$ cat src/rtl/priority_arbiter_16.sv
// 16-way arbiter with bounded grant hold (MAX_HOLD) and a one-cycle turnaround after each grant.
// Define ARB_ROUND_ROBIN_EN for rotating priority; the default build uses fixed priority (bit 0 highest).
module priority_arbiter_16 #(
    parameter int unsigned MAX_HOLD = 8
) (
    input  logic        clk_dut,
    input  logic        reset_dut,
    input  logic        enable_dut,
    input  logic [15:0] req_dut,
    output logic [15:0] grant_vec_dut,
    output logic [3:0]  grant_id_dut,
    output logic        grant_valid_dut,
    output logic        timeout_dut
);

    typedef enum logic [1:0] {
        ST_IDLE    = 2'd0,
        ST_BUSY    = 2'd1,
        ST_RELEASE = 2'd2
    } state_t;

    localparam logic [7:0] HOLD_LAST = 8'(MAX_HOLD - 1);

    state_t      r_state;
    logic [7:0]  r_hold_cnt;
    logic [15:0] r_grant_vec;
    logic [3:0]  r_grant_id;
    logic        r_grant_valid;
    logic        r_timeout;
    logic [3:0]  w_winner;
    logic        w_any_req;

    assign w_any_req = |req_dut;

`ifdef ARB_ROUND_ROBIN_EN
    logic [3:0] r_ptr;
    logic [3:0] w_scan_idx;
    logic       w_found;

    // Winner select: first requester at or above the pointer, wrapping 15 -> 0.
    always_comb begin
        w_winner   = 4'd0;
        w_found    = 1'b0;
        w_scan_idx = 4'd0;
        for (int i = 0; i < 16; i++) begin
            w_scan_idx = r_ptr + 4'(i);
            if (!w_found && req_dut[w_scan_idx]) begin
                w_winner = w_scan_idx;
                w_found  = 1'b1;
            end else begin
                w_found  = w_found;
            end
        end
    end

    // Rotating pointer advances past each new winner.
    always_ff @(posedge clk_dut or posedge reset_dut) begin
        if (reset_dut) begin
            r_ptr <= 4'd0;
        end else if (r_state == ST_IDLE && enable_dut && w_any_req) begin
            r_ptr <= w_winner + 4'd1;
        end else begin
            r_ptr <= r_ptr;
        end
    end
`else
    // Winner select: lowest-index requester wins (scan from the top so bit 0 ends last).
    always_comb begin
        w_winner = 4'd0;
        for (int i = 15; i >= 0; i--) begin
            if (req_dut[i]) begin
                w_winner = 4'(i);
            end else begin
                w_winner = w_winner;
            end
        end
    end
`endif

    // Arbitration FSM with registered grant and timeout outputs.
    always_ff @(posedge clk_dut or posedge reset_dut) begin
        if (reset_dut) begin
            r_state       <= ST_IDLE;
            r_hold_cnt    <= 8'd0;
            r_grant_vec   <= 16'd0;
            r_grant_id    <= 4'd0;
            r_grant_valid <= 1'b0;
            r_timeout     <= 1'b0;
        end else begin
            case (r_state)
                ST_IDLE: begin
                    r_timeout  <= 1'b0;
                    r_hold_cnt <= 8'd0;
                    if (enable_dut && w_any_req) begin
                        r_grant_vec   <= 16'd1 << w_winner;
                        r_grant_id    <= w_winner;
                        r_grant_valid <= 1'b1;
                        r_state       <= ST_BUSY;
                    end else begin
                        r_grant_vec   <= 16'd0;
                        r_grant_id    <= 4'd0;
                        r_grant_valid <= 1'b0;
                        r_state       <= ST_IDLE;
                    end
                end
                ST_BUSY: begin
                    // enable_dut is deliberately ignored while a grant is held.
                    if (!req_dut[r_grant_id]) begin
                        r_grant_vec   <= 16'd0;
                        r_grant_id    <= 4'd0;
                        r_grant_valid <= 1'b0;
                        r_timeout     <= 1'b0;
                        r_hold_cnt    <= 8'd0;
                        r_state       <= ST_RELEASE;
                    end else if (r_hold_cnt == HOLD_LAST) begin
                        r_grant_vec   <= 16'd0;
                        r_grant_id    <= 4'd0;
                        r_grant_valid <= 1'b0;
                        r_timeout     <= 1'b1;
                        r_hold_cnt    <= 8'd0;
                        r_state       <= ST_RELEASE;
                    end else begin
                        r_timeout     <= 1'b0;
                        r_hold_cnt    <= r_hold_cnt + 8'd1;
                        r_state       <= ST_BUSY;
                    end
                end
                ST_RELEASE: begin
                    r_grant_vec   <= 16'd0;
                    r_grant_id    <= 4'd0;
                    r_grant_valid <= 1'b0;
                    r_timeout     <= 1'b0;
                    r_hold_cnt    <= 8'd0;
                    r_state       <= ST_IDLE;
                end
                default: begin
                    r_grant_vec   <= 16'd0;
                    r_grant_id    <= 4'd0;
                    r_grant_valid <= 1'b0;
                    r_timeout     <= 1'b0;
                    r_hold_cnt    <= 8'd0;
                    r_state       <= ST_IDLE;
                end
            endcase
        end
    end

    assign grant_vec_dut   = r_grant_vec;
    assign grant_id_dut    = r_grant_id;
    assign grant_valid_dut = r_grant_valid;
    assign timeout_dut     = r_timeout;

endmodule

$ cat config.mk
export PLATFORM = sky130hd
export DESIGN_NAME = priority_arbiter_16
export DESIGN_NICKNAME = d
export VERILOG_FILES = /design/src/rtl/priority_arbiter_16.sv
export SDC_FILE = /design/constraint.sdc
export NUM_CORES = 1
export LEC_CHECK = 0
export BUFFER_PORTS_ARGS = -buffer_cell sky130_fd_sc_hd__buf_2
export CAP_MARGIN = 20
export CORE_ASPECT_RATIO = 0.7
export CORE_MARGIN = 3
export CORE_UTILIZATION = 25
export CTS_CLUSTER_SIZE = 8
export DETAILED_ROUTE_END_ITERATION = 7
export SLEW_MARGIN = 20
export SYNTH_ARGS = -nofsm -noshare
export SYNTH_HDL_FRONTEND = slang
export SYNTH_SLANG_ARGS = --single-unit
$ cat constraint.sdc
create_clock -name clk_dut -period 2 [get_ports clk_dut]
set_clock_uncertainty 0.1 [all_clocks]
set_input_delay 0.3 -clock clk_dut [delete_from_list [all_inputs] [get_ports clk_dut]]
set_output_delay 0.3 -clock clk_dut [all_outputs]
set_load 0.01 [all_outputs]
* Word-level counts from Yosys, hierarchy flattened *
Cells that the tools add are included.

cells by class
  muxes and demuxes = 40
  equal/unequal tests = 3
  shift operators = 1
  reduce and logical (&&, ||, !) cells = 3
  $lt $le $gt $ge = 1
  add/sub/neg operators = 1

operators with widths
  cell                    number
  $mux W4                 19
  $mux W16                3
  $pmux W16 S2            1
  $mux W8                 3
  $reduce_or A16 Y1       1
  $shl A1 B4 Y16 const A  1
  $add A8 B1 Y8 const B   1
  $eq A8 B3 Y1 const B    1
  $mux W1                 8
  $pmux W4 S2             1
  $lt A4 B5 Y1 const B    1
  $bmux W1 S4             1
  $mux W2                 2
  $pmux W2 S2             1
  $ne A3 B3 Y1 const B    1
  $eq A2 B1 Y1 const B    1
  $logic_not A2 Y1        1
  $pmux W1 S2             1
  $logic_and A1 B1 Y1     1

storage, ports and cells
  register bits after elaboration = 32
  bits of input ports = 19

* Longest topological paths before layout *
Gate-level depths: netlist of the first run.

  word-level depth = 19
  depth in mapped cells = 8
  gate-level depth less buffers = 6

* Worst setup path before layout of the first run *
Ideal clock, no wire load.

  path type = register to register
  start point = register r_grant_id[3], in the netlist grant_id_dut[3]
  end point = register r_grant_vec[12], in the netlist grant_vec_dut[12]
  data required time = 1.769 ns
  path buffers = 2
  setup time = 0.131 ns
  stages on the path, launching flop included = 8
  arrival time = 1.932 ns
  clock period less this slack = 2.163 ns
  setup slack = -0.163 ns
  path through = dfrtp_1 -> mux4_1 -> mux2_2 -> a2bb2oi_2 -> nor2b_1 -> buf_6 -> buf_8 -> o2bb2ai_1

on the way
  longest elaborated chain between the ends = 4
  elaborated cells between the ends (all ways) = 5

RTL lines
  item                               line  text
  from (decl)                        27    logic [3:0] r_grant_id;
  from (signal assigned)             96    r_grant_id <= w_winner;
  $bmux W1 S4 (*)                    108   if (!req_dut[r_grant_id]) begin
  $mux W1 (not written as such) (*)  108
  $mux W16                           108
  $pmux W16 S2                       90    case (r_state)
  to (signal assigned)               95    r_grant_vec <= 16'd1 << w_winner;
  to (decl)                          26    logic [15:0] r_grant_vec;

Every way passes the cells marked *; elsewhere a longest branch is shown, timed or not. The select of a mux whose other input is x is not followed.
A chain may end at the register's enable or synchronous reset.

* Final worst setup path of the first run *
  start point = register r_grant_id[3], in the netlist grant_id_dut[3]
  end point = register r_grant_vec[15], in the netlist grant_vec_dut[15]

The elaborated chain is that of the path after synthesis.

==> results.json, run 1 <==
{
  "fillers": 667,
  "synth_top_family_by_area": "compound AO/OA/AOI/OAI gates",
  "antenna_found_initial": 0,
  "power_density_mw_per_mm2": 745,
  "layout.cells.non_filler": 327,
  "worst_slack_ns": -0.0533,
  "final_cell_mix": "buf_2 (40), buf_4 (32), dfrtp_1 (30), nor2_1 (25), nand2_1 (13)",
  "synthAdderAreaFrac": 0.00750,
  "fin_area_mm2": 0.00231,
  "drive_gt1_frac": 0.381,
  "area_delta_synth_final_pct": 38.7,
  "regToRegSetupSlack_ns": -0.05,
  "numCtsBuffers": 5,
  "slew_headroom": 0.518,
  "fmax_mhz": 487,
  "vias_per_cell": 4.76,
  "nets": 255,
  "drc": 0,
  "synth_area_per_cell_um2": 10.6,
  "drt_iter0_drc": 98,
  "crit_fanout": 18,
  "r2r-end": "grant_vec_dut[15]",
  "die-width_um": 104,
  "critPathBufInv": 1,
  "root_buffer": "clkbuf_8",
  "hold_ws_ns": 0.00552,
  "fp.dieArea_mm2": 0.00771,
  "multi_input_area_um2": 837,
  "clk_pin_slew_worst_paths_ns": 0.07,
  "gp_congestion": 0.834,
  "synth-simple-area-share": 0.187,
  "synthTopCellsByArea": "dfrtp_1 (48%), nor2_1 (5.6%), o2bb2ai_1 (5.2%), mux4_1 (4.7%), a22o_1 (3.1%)",
  "grt_max_degree": 33,
  "worst_path_largest_cell_delay_ns": 0.51,
  "grt_overflow": 0,
  "dp_hpwl_um": 3560,
  "crit_chain": "mux4_2, mux2_4, a2bb2oi_4, nor2b_2, buf_12, a22o_1",
  "tightest_slew_ns": 0.713,
  "outcome": "complete, but fails checks",
  "ys_ff_latch": 32,
  "period_minus_slack_ns": 2.05,
  "synth-compound-area-share": 0.190,
  "slew_violations": 0,
  "dpl_cell_area_mm2": 0.00222,
  "ctsHtreeMaxLevel": 2,
  "vias": 1555,
  "async_flop_share": 1.00,
  "ff2ff_path_depth": 6,
  "grt_pass1_wl_um": 7630,
  "synth_area_mm2": 0.00167,
  "hp-class": "input port to asynchronous set/reset pin",
  "clock_sinks": 32,
  "die_h_um": 74.4,
  "hold_violations": 0,
  "synth_seq_area_share": 0.480,
  "ant_nets": 0,
  "io_pins": 41,
  "r2r-start": "grant_id_dut[3]",
  "yosys_warnings": 0,
  "ir_drop_mv": 0.343,
  "wl_per_cell_um": 14.4,
  "diodes": 0,
  "worstPathRequired_ns": 2.06,
  "dpl.cell_count": 317,
  "synth_edf_count": 0,
  "regArea_um2": 803,
  "startpoint_type": "register",
  "synthFlopType": "dfrtp_1",
  "cp_top_family": "multiplexers",
  "postCtsHoldBufs": 0,
  "worst_ep_arrival_time_ns": 2.12,
  "ys_types": 46,
  "dr.pass1.iters": 4,
  "core_mm2": 0.00634,
  "violations": "setup timing",
  "worstSetupPathType": "register to register",
  "endpoint_kind": "register",
  "routed_wl_um": 4720,
  "rows": 24,
  "clkLatencyLatePin_ns": 0.28,
  "synthCells": 158,
  "start_util": 0.263,
  "io_buffers": 40,
  "track_usage": 0.126,
  "finalSetupTns_ns": -0.265,
  "fin_crit_sh": 1.03,
  "synthMuxAreaShare": 0.0735,
  "cts_tree": "built",
  "layout_commonest_cell": "buf_2",
  "clk_path_buf_depth": 2,
  "cp_slowest_cell": "mux4_2",
  "synth_top_cell_area_share": 0.480,
  "rsz0062_at_grt": "yes",
  "leakagePower_uw": 0.00108,
  "drv_cap": 0,
  "synth_largest_area_cell": "dfrtp_1",
  "synth-xor-area-share": 0.0315,
  "setup_violations": 7,
  "grt_pass1_vias": 1547,
  "syn-num-nets": 178
}
==> state kept, by name (all words and copies together), names as in the netlist <==
name and flops:
r_hold_cnt 8, timeout_dut 1, grant_valid_dut 1, grant_vec_dut 16
r_state 2, grant_id_dut 4
==> per-layer routing <==
metal  vias to the layer above  global-route usage  part of all wire  wire [um]
met5                         -                   0                 0          0
li1                        751                   -                 -          -
met2                        45               0.191              0.43       2040
met3                         6              0.0373             0.063        298
met1                       753               0.178              0.50       2340
met4                         0              0.0310            0.0085         40
==> cell type report <==
| class | instances | area share |
|---|---|---|
| timing repair buffer | 73 | 0.199 |
| clock buffer | 7 | 0.0330 |
| tap | 91 | 0.0492 |
| sequential | 32 | 0.347 |
| clock inverter | 1 | 0.00216 |
| multi-input combinational | 118 | 0.362 |
| inverter | 5 | 0.00811 |
==> worst reg2reg max path, delay by kind of cell (launching register included) <==
kind | cells | cell delay (ns)
AO/OA/AOI/OAI | 2 | 0.38
buffers and inverters | 1 | 0.15
flip-flops | 1 | 0.42
multiplexers | 2 | 0.81
AND/OR/NAND/NOR | 1 | 0.07
==> how the worst max path moves through the flow <==
| stage | startpoint | slack (ns) | endpoint | cells after the start |
|---|---|---|---|---|
| 3_5_place_dp | req_dut[12] | -0.15 | grant_vec_dut[4] | 6 |
| 2_1_floorplan | grant_id_dut[3] | -0.03 | grant_vec_dut[12] | 7 |
| 5_1_grt | grant_id_dut[3] | -0.11 | grant_vec_dut[15] | 6 |
| 3_3_place_gp | req_dut[12] | -0.05 | grant_vec_dut[15] | 7 |
| 4_1_cts | grant_id_dut[3] | -0.09 | grant_vec_dut[3] | 6 |
| 6_report | grant_id_dut[3] | -0.05 | grant_vec_dut[15] | 6 |
==> report_power, final <==
group	internal, uW	leakage (uW)	switching [uW]
Clock	244	0.0000422	230
Combinational	232	0.000603	271
Sequential	701	0.000438	47.0
Total	1180	0.00108	547
==> synthesized netlist by cell type (2+ instances only) <==
master,number
nor4_1,2
nand3_1,7
nor3_1,6
o21ai_0,2
mux4_1,3
nand2b_1,4
xor2_1,4
a21oi_1,2
nor2b_1,4
o2bb2ai_1,10
nand2_1,13
dfrtp_1,32
nor2_1,25
inv_1,5
and3_1,2
a22o_1,6
xnor2_1,2
==> cell families after synthesis <==
family                   count (synthesis)
buffers and inverters                    8
AO/OA/AOI/OAI                           38
AND/OR/NAND/NOR                         67
XOR/XNOR                                 6
multiplexers                             6
flip-flops                              32
adder cells (fa/ha/maj)                  1
==> through the flow <==
step / worst slack (ns) / total power (uW) / utilization
after global routing: -0.114 / 1840 / 0.365
after floorplan: -0.0323 / 1040 / -
after global placement: -0.0547 / 1240 / 0.350
final: -0.0533 / 1720 / 0.365
after detailed placement: -0.148 / 1250 / 0.350
after CTS: -0.0893 / 1750 / 0.365
==> what timing repair did <==
action	in CTS	in global routing
endpoints found under the setup margin	26	27
setup buffers	2	0
pin swaps	2	2
resized for setup	1	0
(Power assumes the default switching activity.)
==> run 2: changes to the inputs <==
==> constraint.sdc (replaced) <==
create_clock -name clk_dut -period 1.9 [get_ports clk_dut]
set_clock_uncertainty 0.1 [all_clocks]
set_input_delay 0.285 -clock clk_dut [delete_from_list [all_inputs] [get_ports clk_dut]]
set_output_delay 0.285 -clock clk_dut [all_outputs]
set_load 0.01 [all_outputs]
==> run 2 against run 1 <==
The flow still finishes with violations (setup timing). Global-route usage is essentially flat. Worst hold slack better by 0.27 ns. Routed wire length shrank 0.36%. Die area unchanged. Sequential share of layout area shrank 0.97 points. Largest power group unchanged.
==> results.json, run 2 (synthesized netlist as in run 1, its figures left out) <==
{
  "area_delta_synth_final_pct": 42.7,
  "grt_pass1_vias": 1472,
  "clkLatencyLatePin_ns": 0.28,
  "hp-class": "input port to register",
  "io_buffers": 40,
  "setup_violations": 28,
  "start_util": 0.263,
  "clk_path_buf_depth": 2,
  "dpl_cell_area_mm2": 0.00225,
  "die-width_um": 104,
  "cts_tree": "built",
  "clk_pin_slew_worst_paths_ns": 0.07,
  "drc": 0,
  "fillers": 656,
  "wl_per_cell_um": 14.2,
  "power_density_mw_per_mm2": 810,
  "layout_commonest_cell": "buf_2",
  "tightest_slew_ns": 0.756,
  "clock_sinks": 32,
  "ant_nets": 0,
  "core_mm2": 0.00634,
  "fp.dieArea_mm2": 0.00771,
  "finalSetupTns_ns": -2.55,
  "grt_pass1_wl_um": 7630,
  "drt_iter0_drc": 76,
  "worstSetupPathType": "register to register",
  "fmax_mhz": 488,
  "vias": 1579,
  "routed_wl_um": 4700,
  "rows": 24,
  "multi_input_area_um2": 845,
  "slew_violations": 0,
  "ir_drop_mv": 0.327,
  "violations": "setup timing",
  "grt_overflow": 0,
  "fin_util": 0.376,
  "outcome": "complete, but fails checks",
  "power_uw": 1930,
  "fin_area_mm2": 0.00238,
  "largest_reg_flops": 16,
  "die_h_um": 74.4,
  "worstPathRequired_ns": 1.97,
  "root_buffer": "clkbuf_8",
  "io_pins": 41,
  "period_minus_slack_ns": 2.05,
  "drv_cap": 0,
  "endpoint_kind": "register",
  "fin_crit_sh": 1.08,
  "gp_congestion": 0.860,
  "regToRegSetupSlack_ns": -0.15,
  "track_usage": 0.125,
  "worst_slack_ns": -0.151,
  "hold_violations": 0,
  "diodes": 0,
  "vias_per_cell": 4.77,
  "worst_ep_arrival_time_ns": 2.12,
  "drive_gt1_frac": 0.400,
  "grt_max_degree": 33,
  "rsz0062_at_grt": "yes",
  "dp_hpwl_um": 3660,
  "leakagePower_uw": 0.00112,
  "slew_headroom": 0.489,
  "nets": 260,
  "regArea_um2": 803,
  "crit_fanout": 18,
  "dr.pass1.iters": 4,
  "numCtsBuffers": 5,
  "antenna_found_initial": 0,
  "final_cell_mix": "buf_2 (40), buf_4 (35), dfrtp_1 (30), nor2_1 (25), nand2_1 (13)",
  "startpoint_type": "register",
  "ctsHtreeMaxLevel": 2
}
-- run 2: final timing paths --
path                            startpoint  cells past startpoint                 to
max reg2reg                grant_id_dut[3]                      6  grant_vec_dut[11]
max                        grant_id_dut[3]                      6  grant_vec_dut[11]
min                             req_dut[6]                      4    grant_id_dut[2]
max in group asynchronous        reset_dut                      4    grant_id_dut[2]
min in group asynchronous        reset_dut                      4      r_hold_cnt[2]
min reg2reg                  r_hold_cnt[0]                      1      r_hold_cnt[0]
-- run 2: critical path: stages (launching register included) --
cell       delay, ns
dfrtp_2         0.45
mux4_2          0.51
mux2_4          0.30
a2bb2oi_4       0.14
nor2b_2         0.07
buf_12          0.15
a22o_1          0.23
-- run 2: metal layers --
| metal | vias to the layer above | global-route usage | part of all wire |
|---|---|---|---|
| met5 | - | 0 | 0 |
| met4 | 0 | 0.0310 | 0.0038 |
| met3 | 2 | 0.0347 | 0.047 |
| met2 | 42 | 0.177 | 0.43 |
| met1 | 780 | 0.189 | 0.52 |
| li1 | 755 | - | - |
-- run 2: what timing repair did --
item,4_1_cts,5_1_grt
hold buffers,1,0
endpoints found under the setup margin,27,30
hold endpoints to repair,20,0
pin swaps,2,0
setup buffers,1,0
gates resized for setup,3,0
-- run 2: cell type report --
type / count / area share
well taps: 91 / 0.0478
clock buffers: 7 / 0.0405
multi-input cells: 118 / 0.355
repair buffers: 78 / 0.212
flip-flops and latches: 32 / 0.337
inverters: 5 / 0.00788
-- run 2: through the flow --
stage | hold WS (ns) | instances | worst slack (ns)
4_1_cts | 0.274 | 331 | -0.152
5_1_grt | 0.310 | 331 | -0.209
3_3_place_gp | 0.301 | 322 | -0.202
2_1_floorplan | 0.301 | 158 | -0.132
6_report | 0.281 | 331 | -0.151
3_5_place_dp | 0.299 | 322 | -0.201
-- run 2: report_power, final --
group	switching, uW	internal, uW
Clock	243	323
Combinational	295	278
Sequential	51.5	738
